**src/rtl/hazard_controller.sv**
```systemverilog
// Pipeline hazard controller for a 5-stage MIPS-style core with a multicycle
// multiply/divide unit.
//
// Ports:
//   clk, rst                    clock and synchronous active-high reset
//   rsD, rtD                    decode-stage source registers
//   writeRegisterE/M            execute/memory destination registers
//   regWriteE, memToRegE/M      execute/memory stage controls
//   branchD, jumpRegD           decode compares registers (branch or jr)
//   pcSrcD                      taken branch/jump resolved in decode
//   hiloReadD, mdStartD         decode reads HI/LO or is mult/div
//   mdStartE, mdIsDivE          mult/div issue from execute, 1=divide
//   stallF, stallD, flushE      hold PC and IF-ID, clear ID-EX
//   flushD                      clear IF-ID on a taken control transfer
//   mdBusy, mdDone, mdErr       multicycle unit status, done strobe, sticky error
//   stallCount                  saturating count of stalled cycles
module hazard_controller (
  input  logic        clk,
  input  logic        rst,
  input  logic [4:0]  rsD,
  input  logic [4:0]  rtD,
  input  logic [4:0]  writeRegisterE,
  input  logic [4:0]  writeRegisterM,
  input  logic        regWriteE,
  input  logic        memToRegE,
  input  logic        memToRegM,
  input  logic        branchD,
  input  logic        jumpRegD,
  input  logic        pcSrcD,
  input  logic        hiloReadD,
  input  logic        mdStartD,
  input  logic        mdStartE,
  input  logic        mdIsDivE,
  output logic        stallF,
  output logic        stallD,
  output logic        flushD,
  output logic        flushE,
  output logic        mdBusy,
  output logic        mdDone,
  output logic        mdErr,
  output logic [15:0] stallCount
);

  localparam logic [1:0] StIdle = 2'd0;
  localparam logic [1:0] StBusy = 2'd1;
  localparam logic [1:0] StDone = 2'd2;

  // Counter preloads: BUSY spans preload+1 cycles.
  localparam logic [4:0] DivLoad = 5'd31;
  localparam logic [4:0] MulLoad = 5'd3;

  logic [1:0]  state_q, state_d;
  logic [4:0]  md_cnt_q, md_cnt_d;
  logic        md_err_q, md_err_d;
  logic [15:0] stall_count_q, stall_count_d;

  logic lw_stall, br_stall, md_stall, stall;
  logic rs_hit, rt_hit;

  always_comb begin
    lw_stall = memToRegE && (writeRegisterE != 5'd0) &&
               ((writeRegisterE == rsD) || (writeRegisterE == rtD));

    // Register 0 is hardwired, so a match on it is never a real dependence.
    rs_hit = (rsD != 5'd0) &&
             ((regWriteE && (writeRegisterE == rsD)) ||
              (memToRegM && (writeRegisterM == rsD)));
    rt_hit = (rtD != 5'd0) &&
             ((regWriteE && (writeRegisterE == rtD)) ||
              (memToRegM && (writeRegisterM == rtD)));
    br_stall = (branchD || jumpRegD) && (rs_hit || rt_hit);

    md_stall = (state_q == StBusy) && (hiloReadD || mdStartD);
    stall    = lw_stall || br_stall || md_stall;
  end

  always_comb begin
    state_d  = state_q;
    md_cnt_d = md_cnt_q;
    md_err_d = md_err_q;
    case (state_q)
      StIdle: begin
        if (mdStartE) begin
          md_cnt_d = mdIsDivE ? DivLoad : MulLoad;
          state_d  = StBusy;
        end
      end
      StBusy: begin
        // A second start while busy is dropped and flagged.
        if (mdStartE) md_err_d = 1'b1;
        if (md_cnt_q == 5'd0) begin
          state_d = StDone;
        end else begin
          md_cnt_d = md_cnt_q - 5'd1;
        end
      end
      StDone: begin
        if (mdStartE) begin
          md_cnt_d = mdIsDivE ? DivLoad : MulLoad;
          state_d  = StBusy;
        end else begin
          state_d = StIdle;
        end
      end
      default: state_d = StIdle;
    endcase

    stall_count_d = stall_count_q;
    if (stall && (stall_count_q != 16'hFFFF)) stall_count_d = stall_count_q + 16'd1;
  end

  always_ff @(posedge clk) begin
    if (rst) begin
      state_q       <= StIdle;
      md_cnt_q      <= 5'd0;
      md_err_q      <= 1'b0;
      stall_count_q <= 16'd0;
    end else begin
      state_q       <= state_d;
      md_cnt_q      <= md_cnt_d;
      md_err_q      <= md_err_d;
      stall_count_q <= stall_count_d;
    end
  end

  assign stallF     = stall;
  assign stallD     = stall;
  assign flushE     = stall;
  assign flushD     = pcSrcD && !stall;
  assign mdBusy     = (state_q == StBusy);
  assign mdDone     = (state_q == StDone);
  assign mdErr      = md_err_q;
  assign stallCount = stall_count_q;

endmodule

```
**config.mk**
```make
export PLATFORM = sky130hd
export DESIGN_NAME = hazard_controller
export DESIGN_NICKNAME = d
export VERILOG_FILES = /design/src/rtl/hazard_controller.sv
export SDC_FILE = /design/constraint.sdc
export NUM_CORES = 1
export LEC_CHECK = 0
export ABC_AREA = 1
export CELL_PAD_IN_SITES_DETAIL_PLACEMENT = 0
export CELL_PAD_IN_SITES_GLOBAL_PLACEMENT = 1
export CORE_ASPECT_RATIO = 0.7
export CORE_MARGIN = 2
export CORE_UTILIZATION = 31
export DETAILED_ROUTE_END_ITERATION = 10
export GPL_ROUTABILITY_DRIVEN = 0
export MAX_ROUTING_LAYER = met4
export PLACE_DENSITY_LB_ADDON = 0.1
export SLEW_MARGIN = 15
export SYNTH_ARGS = -nofsm -noshare
export SYNTH_HDL_FRONTEND = slang
export SYNTH_SLANG_ARGS = --single-unit
```
**constraint.sdc**
```tcl
create_clock -name clk -period 1.8 [get_ports clk]
set_input_delay 0.27 -clock clk [delete_from_list [all_inputs] [get_ports clk]]
set_output_delay 0.27 -clock clk [all_outputs]
set_load 0.05 [all_outputs]
```
# == Yosys cells after proc, flatten, opt, wreduce, memory -nomap -nowiden ==
# Cells that the tools add are included.
# totals
ff_bits,24
inputBits,32
output_inout_bits,23
word_cells,56
# op_classes
addsub,2
n_eq_ne,11
mux,8
n_reduce_logical,31
# op_table
operator,n
$eq 5x5->1,4
$add 16x1->16 const B,1
$ne 16x16->1 const B,1
$mux 5,3
$reduce_bool 5->1,3
$logic_and 1x1->1,12
$pmux 5 s2,1
$logic_or 1x1->1,8
$pmux 2 s3,1
$logic_not 5->1,1
$sub 5x1->5 const B,1
$mux 2,2
$ne 2x1->1 const B,2
$ne 2x2->1 const B,2
$reduce_and 2->1,2
$reduce_and 3->1,1
$eq 2x1->1 const B,1
$eq 2x2->1 const B,1
$logic_not 2->1,1
$reduce_bool 2->1,1
$reduce_or 2->1,1
$logic_not 1->1,1
$mux 1,1

# == Logic depth before layout (Yosys ltp) ==
# logic_depth
word_depth,10
ltp_mapped,14
mapped_depth_nobuf,14

# == Least setup slack after synthesis ==
# No wires, ideal clock.
# synth_timing
path_kind,reg2out
start,reg state_q[0]
end,out flushD
t_arrival_ns,1.970
required_time_ns,1.530
slack_ns,-0.440
path_stages_with_launch,9
n_path_buf,1
cell_sequence,dfxtp_1 > inv_1 > nor2_1 > inv_2 > nor2_1 > a31oi_1 > nand2_2 > buf_6 > nor2_1
# synth_between
elab_chain_cells,5
# synth_lines
element,line_no,rtl
from (decl),52,"logic [1:0] state_q, state_d;"
from (signal assigned),114,state_q <= StIdle;
from (signal assigned),119,state_q <= state_d;
$eq 2x1->1,-,
net mdBusy,38,"output logic mdBusy,"
$logic_and 1x1->1,73,md_stall = (state_q == StBusy) && (hiloReadD || mdStartD);
$logic_or 1x1->1,74,stall = lw_stall || br_stall || md_stall;
net flushE,37,"output logic flushE,"
$logic_not 1->1,129,assign flushD = pcSrcD && !stall;
$logic_and 1x1->1,129,
to (decl),36,"output logic flushD,"
# The timed path passes the listed nets, and every way through them passes these cells.

# == Worst setup path after layout ==
# layout_timing
start,reg stall_count_q[5] (netlist: stallCount[5])
end,out stallCount[5]
# layout_rtl
element,line_no,rtl
from (decl),55,"logic [15:0] stall_count_q, stall_count_d;"
from (signal assigned),122,stall_count_q <= stall_count_d;
to (decl),41,output logic [15:0] stallCount
# No word-level cell between the ends.

==> flow_metrics.tcl <==
set metrics [dict create \
    final_nets 387 \
    critical_path.n_buffers_inverters 1 \
    post-synth-top-area-cell "sky130_fd_sc_hd__dfxtp_1" \
    dominantRegCellSynth "sky130_fd_sc_hd__dfxtp_1" \
    switching_share_pct 33.0 \
    total_internal_power_w 0.00112 \
    cell_family_with_most_cp_delay "buffers and inverters" \
    inserted_diodes 0 \
    synth-async-reset-ratio_pct 0 \
    h-tree-depth 1 \
    final_period_minus_worst_setup_slack_ps 1710 \
    pwr-share-comb_pct 35.6 \
    route.final.wire_length_um 4530 \
    critical_path.max_stage_delay_ps 800 \
    r2r_start "stallCount[0]$_SDFFE_PP0P_" \
    rsz_0062_raised_after_global_routing "false" \
    most_frequent_cell_after_synthesis "sky130_fd_sc_hd__nand2_1" \
    max_freq_ghz 0.584 \
    yosysSeqAreaShare_pct 28.0 \
    timing.hold.worst_path_depth 2 \
    min_period_over_period_pct 95.1 \
    cp_slowest_cell "sky130_fd_sc_hd__clkdlybuf4s50_1" \
    die_h_um 66.3 \
    synth_largest_type_area_fraction_pct 28.0 \
    placementRows 22 \
    vias 1885 \
    timing.critical_path.fanout_max 4 \
    reg2reg_to "stallCount[13]$_SDFFE_PP0P_" \
    worst-endpoint-arrival_ps 1440 \
    globalRouteTotalUtil_pct 15.9 \
    ys_ff_latch 24 \
    first_global_vias 1712 \
    synth_area_leaders "sky130_fd_sc_hd__dfxtp_1 (28%), sky130_fd_sc_hd__nand2_1 (17%), sky130_fd_sc_hd__nor2_1 (9.8%)" \
    critPathLaunchType "register" \
    timing_max_transition_violations_final 0 \
    global_route.overflow_total 0 \
    drt_pre_antenna_iters 4 \
    tritoncts "yes" \
    p_leak_nw 1.27 \
    ctsRootBufferMaster "sky130_fd_sc_hd__clkbuf_8" \
    floorplan.die_area_um2 6160 \
    finalHoldViolations 0 \
    final-setup-viol-count 0 \
    die_w_um 93.0 \
    min_to "mdErr$_SDFFE_PP0P_" \
    clkTransAtPathRegs_ps 90 \
    number_of_distinct_library_cell_variants_in_the_gate_level_netlist_after_synthesis 29 \
    final_total_negative_setup_slack_ps 0 \
    drive_gt1_share_pct 29.6 \
    area_growth_syn_to_layout_pct 47.9 \
    antenna_found_initial 0 \
    seq_power_share_pct 35.3 \
    count_of_mapped_cells_out_of_synthesis 284 \
    timing_worst_setup_path_type "register to output pin" \
    worst_ir_drop_vdd_mv 0.277 \
    drc 0 \
    syn-mean-instance-area_um2 6.05 \
    vias_per_cell 4.46 \
    hold_bufs_at_cts 0 \
    clk_latency_ps 270 \
    worst-r2r-cell-count 8 \
    status "complete, no violations" \
    critical_path.endpoint_type "output pin" \
    syn-num-nets 319 \
    crit_required_ps 1530 \
    hold_path.class "register to register" \
    synth.cells.most_frequent "sky130_fd_sc_hd__nand2_1 (77), sky130_fd_sc_hd__nor2_1 (45), sky130_fd_sc_hd__inv_1 (40)" \
    synthesis.area_um2 1720 \
    ios 55 \
    power_density_nw_per_um2 655 \
    dpl_cell_area_um2 2420 \
    cts_buffer_depth 2 \
    dp.final_hpwl_um 3540 \
    cts_made_buffers 3 \
    clock_sink_count 24 \
    grt_max_degree 19 \
    yosys_warnings 0 \
    p_sw_w 0.000549 \
    drtIter0Drc 64 \
    start_util_pct 32.5 \
    wire_length_of_the_first_global_routing_pass_um 7640 \
    relSlewSlack_pct 67.0 \
    timing.hold.worst.start "mdErr$_SDFFE_PP0P_" \
    route.detailed.wl_per_inst_um 10.7 \
    buffer_ports.inserted 54 \
    worst_max_slew_pin_slew_ps 494 \
    number_of_enable_flip_flop_cells_after_synthesis 0 \
    finalClockSkew_ps 4.84 \
    crit_path_cell_trace "clkdlybuf4s50_1" \
    coreArea_um2 5290 \
    layout.cell_area.non_filler_um2 2540 \
    maxCapViolCount 0 \
    r2r_setup_slack_ps 180 \
    final_antenna_net_count 0 \
    clock_power_share_pct 29.0 \
]
[cells in the final DEF, fill, tap and decap left out, types with 2 or more instances in the layout]
master and instances:
sky130_fd_sc_hd__a21oi_1 16, sky130_fd_sc_hd__a221oi_1 4, sky130_fd_sc_hd__buf_12 4, sky130_fd_sc_hd__buf_2 3, sky130_fd_sc_hd__buf_4 33, sky130_fd_sc_hd__buf_6 4, sky130_fd_sc_hd__clkbuf_2 10, sky130_fd_sc_hd__clkbuf_8 3
sky130_fd_sc_hd__clkdlybuf4s50_1 14, sky130_fd_sc_hd__dfxtp_1 18, sky130_fd_sc_hd__dfxtp_2 5, sky130_fd_sc_hd__ha_1 3, sky130_fd_sc_hd__inv_1 30, sky130_fd_sc_hd__inv_2 12, sky130_fd_sc_hd__nand2_1 73, sky130_fd_sc_hd__nand2_2 5
sky130_fd_sc_hd__nand3_1 24, sky130_fd_sc_hd__nand3_4 2, sky130_fd_sc_hd__nand4_1 8, sky130_fd_sc_hd__nor2_1 38, sky130_fd_sc_hd__nor2_2 4, sky130_fd_sc_hd__nor2_4 6, sky130_fd_sc_hd__nor3_1 3, sky130_fd_sc_hd__nor3_2 2
sky130_fd_sc_hd__nor4_1 2, sky130_fd_sc_hd__o21ai_0 2, sky130_fd_sc_hd__o21ai_1 3, sky130_fd_sc_hd__xnor2_2 2, sky130_fd_sc_hd__xor2_1 4
[cells by family (layout without fill, tap and decap cells)]
group / Yosys count / after routing / share of synthesized area [%]
simple gates: 171 / 171 / 43.7
flops: 24 / 24 / 28.0
buf+inv: 51 / 118 / 13.4
xor+xnor: 6 / 6 / 3.06
fa+ha+maj: 3 / 3 / 2.19
compound gates: 29 / 29 / 9.69
[cell type report]
cell class | count | area, um2
multi-input combinational | 209 | 1120
sequential | 24 | 490
clock inverter | 1 | 30.0
fill | 555 | 2750
timing repair buffer | 70 | 599
tap | 72 | 90.1
clock buffer | 3 | 41.3
inverter | 44 | 168
[worst max-delay path by stage]
stage / start / to / depth (start not counted)
floorplan: state_q[0]$_SDFFE_PP0P_ / flushD / 8
finish: stallCount[5]$_SDFFE_PP0P_ / stallCount[5] / 1
global placement: writeRegisterE[0] / stallCount[6]$_SDFFE_PP0P_ / 15
detailed placement: writeRegisterE[0] / stallCount[3]$_SDFFE_PP0P_ / 15
CTS: writeRegisterM[1] / stallF / 13
global route: rtD[3] / stallF / 12
[power groups by stage]
stage | clock [W] | combinational (W) | sequential, W
global placement | 0 | 0.000569 | 0.000600
detailed placement | 0 | 0.000568 | 0.000598
CTS | 0.000498 | 0.000575 | 0.000587
floorplan | 0 | 0.000313 | 0.000627
global route | 0.000524 | 0.000650 | 0.000593
finish | 0.000483 | 0.000593 | 0.000588
[through the flow]
stage	utilization, %	instances	setup slack (ps)	total power [W]	hold WS, ps
detailed placement	45.9	419	-424	0.00117	443
floorplan	-	284	-15.9	0.000940	342
global route	48.1	423	3.84	0.00177	484
global placement	45.9	419	-394	0.00117	447
finish	48.1	423	88.0	0.00166	455
CTS	47.7	424	1.34	0.00166	461
[per-layer routing]
| layer | vias up | routed length (um) | part of all wire (%) | global-route usage [%] |
|---|---|---|---|---|
| met2 | 33 | 1840 | 41 | 23.9 |
| li1 | 1035 | - | - | - |
| met5 | - | 0 | 0 | - |
| met1 | 815 | 2510 | 55 | 22.5 |
| met4 | 0 | 34 | 0.75 | 3.31 |
| met3 | 2 | 143 | 3.2 | 2.74 |
[state kept, by name, summed over array words and instances, names as in the netlist]
name and flops:
stallCount 16, md_cnt_q 5, state_q 2, mdErr 1
[what timing repair did]
action,4_1_cts,5_1_grt
pin swaps,14,22
buffers inserted,1,1
endpoints found under the setup margin,20,19
resized for setup,61,59
(Power assumes the default switching activity.)
